File: src/rtl/ex_mem_wb_forward_source.sv
// EX/MEM and MEM/WB pipeline registers that feed forwarding values back to Execute,
// plus load-use hazard detection and a saturating stall-cycle counter.
module ex_mem_wb_forward_source #(
    parameter int unsigned DATA_W = 32,
    parameter int unsigned REG_W  = 5,
    parameter int unsigned CNT_W  = 16
) (
    input  logic              Clk,
    input  logic              Rst,
    input  logic              Flush,
    input  logic [DATA_W-1:0] EX_ALUResult,
    input  logic [REG_W-1:0]  EX_rDestSelected,
    input  logic              EX_RegWrite,
    input  logic              EX_MemRead,
    input  logic              EX_MemWrite,
    input  logic              EX_MemToReg,
    input  logic [DATA_W-1:0] EX_StoreData,
    input  logic [REG_W-1:0]  ID_rs,
    input  logic [REG_W-1:0]  ID_rt,
    input  logic [DATA_W-1:0] MEM_ReadData,
    output logic [DATA_W-1:0] MEM_ALUResult,
    output logic [REG_W-1:0]  MEM_rDestSelected,
    output logic              MEM_MemRead,
    output logic              MEM_MemWrite,
    output logic [DATA_W-1:0] MEM_StoreData,
    output logic [REG_W-1:0]  WB_rDestSelected,
    output logic              WB_RegWrite,
    output logic [DATA_W-1:0] WB_regWriteData,
    output logic              Stall,
    output logic [CNT_W-1:0]  StallCount
);

    typedef struct packed {
        logic reg_write;
        logic mem_read;
        logic mem_write;
        logic mem_to_reg;
    } ctrl_t;

    localparam logic [CNT_W-1:0] CNT_MAX = {CNT_W{1'b1}};

    ctrl_t             mem_ctrl_q, mem_ctrl_d;
    logic [DATA_W-1:0] mem_alu_q, mem_alu_d;
    logic [REG_W-1:0]  mem_dest_q, mem_dest_d;
    logic [DATA_W-1:0] mem_store_q, mem_store_d;

    ctrl_t             wb_ctrl_q, wb_ctrl_d;
    logic [DATA_W-1:0] wb_alu_q, wb_alu_d;
    logic [REG_W-1:0]  wb_dest_q, wb_dest_d;
    logic [DATA_W-1:0] wb_rdata_q, wb_rdata_d;

    logic [CNT_W-1:0]  cnt_q, cnt_d;
    logic              stall_c;
    logic              ex_hits_id_c;

    // Load-use hazard: a flushed load never completes, so it cannot stall.
    always_comb begin
        ex_hits_id_c = (EX_rDestSelected == ID_rs) || (EX_rDestSelected == ID_rt);
        stall_c      = !Rst && !Flush && EX_MemRead && EX_RegWrite &&
                       (EX_rDestSelected != '0) && ex_hits_id_c;
    end

    // Next-state for both pipeline registers and the stall counter.
    always_comb begin
        mem_ctrl_d            = '0;
        mem_ctrl_d.reg_write  = EX_RegWrite;
        mem_ctrl_d.mem_read   = EX_MemRead;
        mem_ctrl_d.mem_write  = EX_MemWrite;
        mem_ctrl_d.mem_to_reg = EX_MemToReg;
        if (Flush) begin
            mem_ctrl_d = '0;
        end
        mem_alu_d   = EX_ALUResult;
        mem_dest_d  = EX_rDestSelected;
        mem_store_d = EX_StoreData;

        wb_ctrl_d  = mem_ctrl_q;
        wb_alu_d   = mem_alu_q;
        wb_dest_d  = mem_dest_q;
        wb_rdata_d = MEM_ReadData;

        cnt_d = cnt_q;
        if (stall_c && (cnt_q != CNT_MAX)) begin
            cnt_d = cnt_q + CNT_W'(1);
        end
    end

    always_ff @(posedge Clk) begin
        if (Rst) begin
            mem_ctrl_q  <= '0;
            mem_alu_q   <= '0;
            mem_dest_q  <= '0;
            mem_store_q <= '0;
            wb_ctrl_q   <= '0;
            wb_alu_q    <= '0;
            wb_dest_q   <= '0;
            wb_rdata_q  <= '0;
            cnt_q       <= '0;
        end else begin
            mem_ctrl_q  <= mem_ctrl_d;
            mem_alu_q   <= mem_alu_d;
            mem_dest_q  <= mem_dest_d;
            mem_store_q <= mem_store_d;
            wb_ctrl_q   <= wb_ctrl_d;
            wb_alu_q    <= wb_alu_d;
            wb_dest_q   <= wb_dest_d;
            wb_rdata_q  <= wb_rdata_d;
            cnt_q       <= cnt_d;
        end
    end

    // Destinations are zeroed for non-writers and $0 so forwarding never matches them.
    always_comb begin
        MEM_ALUResult     = mem_alu_q;
        MEM_rDestSelected = (mem_ctrl_q.reg_write && (mem_dest_q != '0)) ? mem_dest_q : '0;
        MEM_MemRead       = mem_ctrl_q.mem_read;
        MEM_MemWrite      = mem_ctrl_q.mem_write;
        MEM_StoreData     = mem_store_q;
        WB_RegWrite       = wb_ctrl_q.reg_write && (wb_dest_q != '0);
        WB_rDestSelected  = WB_RegWrite ? wb_dest_q : '0;
        WB_regWriteData   = wb_ctrl_q.mem_to_reg ? wb_rdata_q : wb_alu_q;
        Stall             = stall_c;
        StallCount        = cnt_q;
    end

endmodule

File: config.mk
export PLATFORM = sky130hd
export DESIGN_NAME = ex_mem_wb_forward_source
export DESIGN_NICKNAME = d
export VERILOG_FILES = /design/src/rtl/ex_mem_wb_forward_source.sv
export SDC_FILE = /design/constraint.sdc
export NUM_CORES = 1
export LEC_CHECK = 0
export CAP_MARGIN = 15
export CORE_ASPECT_RATIO = 1.1
export CORE_MARGIN = 2
export CORE_UTILIZATION = 37
export CTS_CLUSTER_DIAMETER = 80
export DETAILED_ROUTE_END_ITERATION = 10
export PLACE_DENSITY = 0.74
export SLEW_MARGIN = 25
export SYNTH_ARGS = -nofsm -noshare
export SYNTH_HDL_FRONTEND = slang
export SYNTH_SLANG_ARGS = --single-unit
File: constraint.sdc
create_clock -name Clk -period 1.7 [get_ports Clk]
set_input_delay 0.255 -clock Clk [delete_from_list [all_inputs] [get_ports Clk]]
set_output_delay 0.255 -clock Clk [all_outputs]
set_load 0.005 [all_outputs]
======== After elaboration in Yosys (flattened, before gate mapping) ========
Index checks and enable logic that the tools add are counted.
cells by class
  $add $sub $neg .......................... 1
  equality and inequality tests ........... 3
  multiplexer cells ....................... 3
  reduce and logical (&&, ||, !) cells .... 15
operator list
  cell                   count
  $mux 32                1
  $add 16x1->16 const B  1
  $ne 16x16->1 const B   1
  $reduce_bool 5->1      3
  $eq 5x5->1             2
  $mux 5                 2
  $logic_and 1x1->1      8
  $logic_not 1->1        2
  $reduce_or 2->1        1
  $logic_or 1x1->1       1
word-level totals
  word-level logic and storage cells ...... 35
  input bits .............................. 118
  output and inout port bits .............. 126
  register bits ........................... 160

======== Depth between registers and ports, before layout ========
  word-level depth ........................ 7
  gate-level depth with buffers ........... 7
  depth with buffers taken out ............ 6

======== Least setup slack after synthesis ========
Ideal clock, no wire load.
  kind .................................... reg2reg
  start ................................... reg cnt_q[0], in the netlist StallCount[0]
  end ..................................... reg cnt_q[5], in the netlist StallCount[5]
  cell stages (with the launch flop) ...... 8
  library setup time ...................... 0.070 ns
  clock period less this slack ............ 1.711 ns
  data required time ...................... 1.630 ns
  path slack .............................. -0.011 ns
  arrival time ............................ 1.641 ns
  cell sequence ........................... dfxtp_1 > ha_1 > and3_1 > nand2_4 > o21ai_4 > buf_6 > or4_1 > a21oi_1
on the way
  longest elaborated chain between the ends .. 2
RTL lines
  element                                                RTL line  source
  start: declaration                                     52        logic [CNT_W-1:0] cnt_q, cnt_d;
  start signal: assignment                               108       cnt_q <= cnt_d;
  branches (longest 2 deep; another with $add 16x1->16)  n/a
Several ways; the timed one is not identified.
A chain may end at the register's enable or synchronous reset.

======== Final worst setup path ========
  start ................................... reg wb_ctrl_q[0] in the netlist's numbering
  end ..................................... out WB_regWriteData[15]
on the way
  longest elaborated chain between the ends .. 1
RTL lines
  element                   RTL line  source
  start: declaration        47        ctrl_t wb_ctrl_q, wb_ctrl_d;
  start signal: assignment  104       wb_ctrl_q <= wb_ctrl_d;
  $mux 32                   121       WB_regWriteData = wb_ctrl_q.mem_to_reg ? wb_rdata_q : wb_alu_q;
  end: declaration          28        output logic [DATA_W-1:0] WB_regWriteData,
Every way passes these cells.

==> reports/metrics.yaml <==
outcome: "finished, violations left"
failed_checks: "setup timing"
synth_edf_count: 0
cts_max_level: 4
setup_viol: 27
p_leak_nw: 4.03
clock-sinks: 160
r2r_start: "StallCount[1]"
tightestPinTransition_ns: 0.753
r2r_slack_ns: 0.01
grt-ovfl-total: 0
min_period_ns: 1.84
fmax_mhz: 542
synth_ff_type: "dfxtp_1"
syn_area_mm2: 0.00539
ant_nets: 0
place_area_mm2: 0.00828
dp.cells: 921
yosysUniqueCellTypes: 38
antenna_found_initial: 0
fin_crit_sh: 1.09
core_mm2: 0.0143
slew_headroom: 0.498
clockBufferDepth: 2
die_y_um: 131
port_buffers: 243
register_area_mm2: 0.00322
synth.most_common_cell: "dfxtp_1"
fin_ws_ns: -0.145
cp_data_arrival_time_ns: 1.59
start_util: 0.376
grt_usage: 0.198
crit_type: "reg -> out"
multiInputGateArea_mm2: 0.00231
fin_tns_setup_ns: -2.54
grt_pass1_vias: 4638
synth.area.top_cells: "dfxtp_1, nor2b_1, mux2_2"
syn_avg_cell_area_um2: 11.5
yosysSeqAreaShare: 0.594
fill_cells: 1053
hold_buffers: 0
grt_max_degree: 96
hpwl_um: 10500
rsz0062_at_grt: "true"
num_antenna_cells: 0
async_flop_share: 0
cts_buffers: 17
final_nets: 889
vdd_drop_max_v: 0.000571
final-hold-violation-count: 0
wl_um: 16100
end_kind: "output pin"
clk_latency_ns: 0.41
hp-start: "EX_rDestSelected[4]"
hold_path.class: "in -> reg"
fin_hold_ws_ns: 0.154
min_path_cells: 2
cts_tree: "built"
syn_nets: 590
power_w: 0.00862
routabilityCongestion: 0.782
worstPathMaxFanout: 6
top_level_ports: 244
vias: 4477
critPathLaunchType: "flip-flop"
yosys_warnings: 0
syn_inst: 471
power.density_mw_per_mm2: 907
reg2reg_to: "StallCount[7]"
num_rows: 46
yosys-top-cells-count: "dfxtp_1, nor2b_1, mux2_2"
r2r.worst_path.cells: 7
critPathRequiredTime_ns: 1.44
die_area_mm2: 0.0156
min_to: "mem_dest_q[4]"
clock_skew_ns: 0.00723
wl_per_cell_um: 16.5
die-width_um: 119
synth_seq_cells: 160
drt_iter0_drc: 195
ctsRootBufferMaster: "clkbuf_16"
drive_above_1_share: 0.271
dr.pass1.iters: 4
drc: 0
synth_area_leader_cell: "dfxtp_1"
cap_violations: 0
synth_top_area_frac: 0.594
grt_pass1_wl_um: 24000
slew_viol_final: 0
clk_pin_slew_ns: 0.06
fin_area_mm2: 0.00950
vias_per_cell: 4.59
fin_cells: 975
area_growth_pct: 76.2
where the power goes:
part	internal (W)	total, W	switching, W	leakage [nW]
clock network	0.00207	0.00371	0.00164	0.277
logic	0.000638	0.000941	0.000302	2.43
registers	0.00391	0.00398	0.0000619	1.33
stage by stage:
| step | util | worst slack, ns |
|---|---|---|
| 2_1_floorplan | - | 0.0132 |
| 3_3_place_gp | 0.578 | -0.550 |
| 3_5_place_dp | 0.578 | -0.582 |
| 4_1_cts | 0.648 | -0.187 |
| 5_1_grt | 0.663 | -0.187 |
| 6_report | 0.663 | -0.145 |
timing repair:
item,CTS,global route
hold endpoints to repair,0,0
buffers inserted,14,5
gates resized for setup,229,65
pin swaps,9,25
setup endpoints to repair,61,55
cloned,4,0
routing by layer:
layer  GRT usage  share of wire  up-vias
met4      0.0588          0.013        0
met2       0.373           0.53      192
met1       0.211           0.38     2113
met3      0.0686          0.080       22
li1            -              -     2150
met5           0              0        -
state kept, by name, indices dropped and copies added (netlist names):
signal / cells
wb_rdata_q: 32
mem_ctrl_q: 2
StallCount: 16
wb_ctrl_q: 2
MEM_MemWrite: 1
MEM_StoreData: 32
wb_dest_q: 5
MEM_MemRead: 1
wb_alu_q: 32
mem_dest_q: 5
MEM_ALUResult: 32
worst max-delay path, cell delays in order, from the launching register on:
cell,delay (ns)
dfxtp_4,0.37
buf_12,0.13
buf_12,0.12
buf_16,0.13
mux2_4,0.30
buf_6,0.12
worst max-delay path by stage:
stage | start | endpoint | cells after the start
after global placement | EX_rDestSelected[2] | Stall | 5
after global routing | wb_ctrl_q[0] | WB_regWriteData[6] | 5
after floorplan | EX_rDestSelected[0] | StallCount[0] | 6
final | wb_ctrl_q[0] | WB_regWriteData[15] | 5
after CTS | wb_ctrl_q[0] | WB_regWriteData[15] | 5
after detailed placement | EX_rDestSelected[2] | Stall | 5
cell type report:
cell class / count / area share
Clock inverter: 15 / 0.0157
Inverter: 1 / 0.000395
Multi-Input combinational cell: 284 / 0.243
Tap cell: 192 / 0.0253
Sequential cell: 160 / 0.339
Timing Repair Buffer: 306 / 0.332
Clock buffer: 17 / 0.0448
cells by family (layout without fill, tap and decap cells):
family,count (synthesis),count (layout),share of synthesized area
fa+ha+maj,1,1,0.00232
mux,36,36,0.0763
compound gates,31,31,0.0418
xor+xnor,10,10,0.0162
buf+inv,27,339,0.0251
flops,160,160,0.594
simple gates,206,206,0.244
placed cells by master (no fill, tap or decap), types with 4 or more instances in the layout:
| cell type | count |
|---|---|
| inv_6 | 5 |
| xor2_1 | 9 |
| or4_4 | 8 |
| dfxtp_2 | 5 |
| dlygate4sd2_1 | 5 |
| nor2b_1 | 143 |
| and2_1 | 13 |
| mux2_4 | 34 |
| buf_6 | 45 |
| a21oi_1 | 4 |
| buf_4 | 39 |
| dlymetal6s2s_1 | 20 |
| clkdlybuf4s50_1 | 179 |
| a21oi_2 | 8 |
| buf_12 | 7 |
| nor2_1 | 7 |
| nand2_1 | 5 |
| clkbuf_2 | 4 |
| or4_1 | 6 |
| o31ai_1 | 10 |
| dfxtp_1 | 152 |
| clkbuf_16 | 17 |
| nand4_1 | 5 |
No activity file was read; power rests on OpenSTA's default activity.
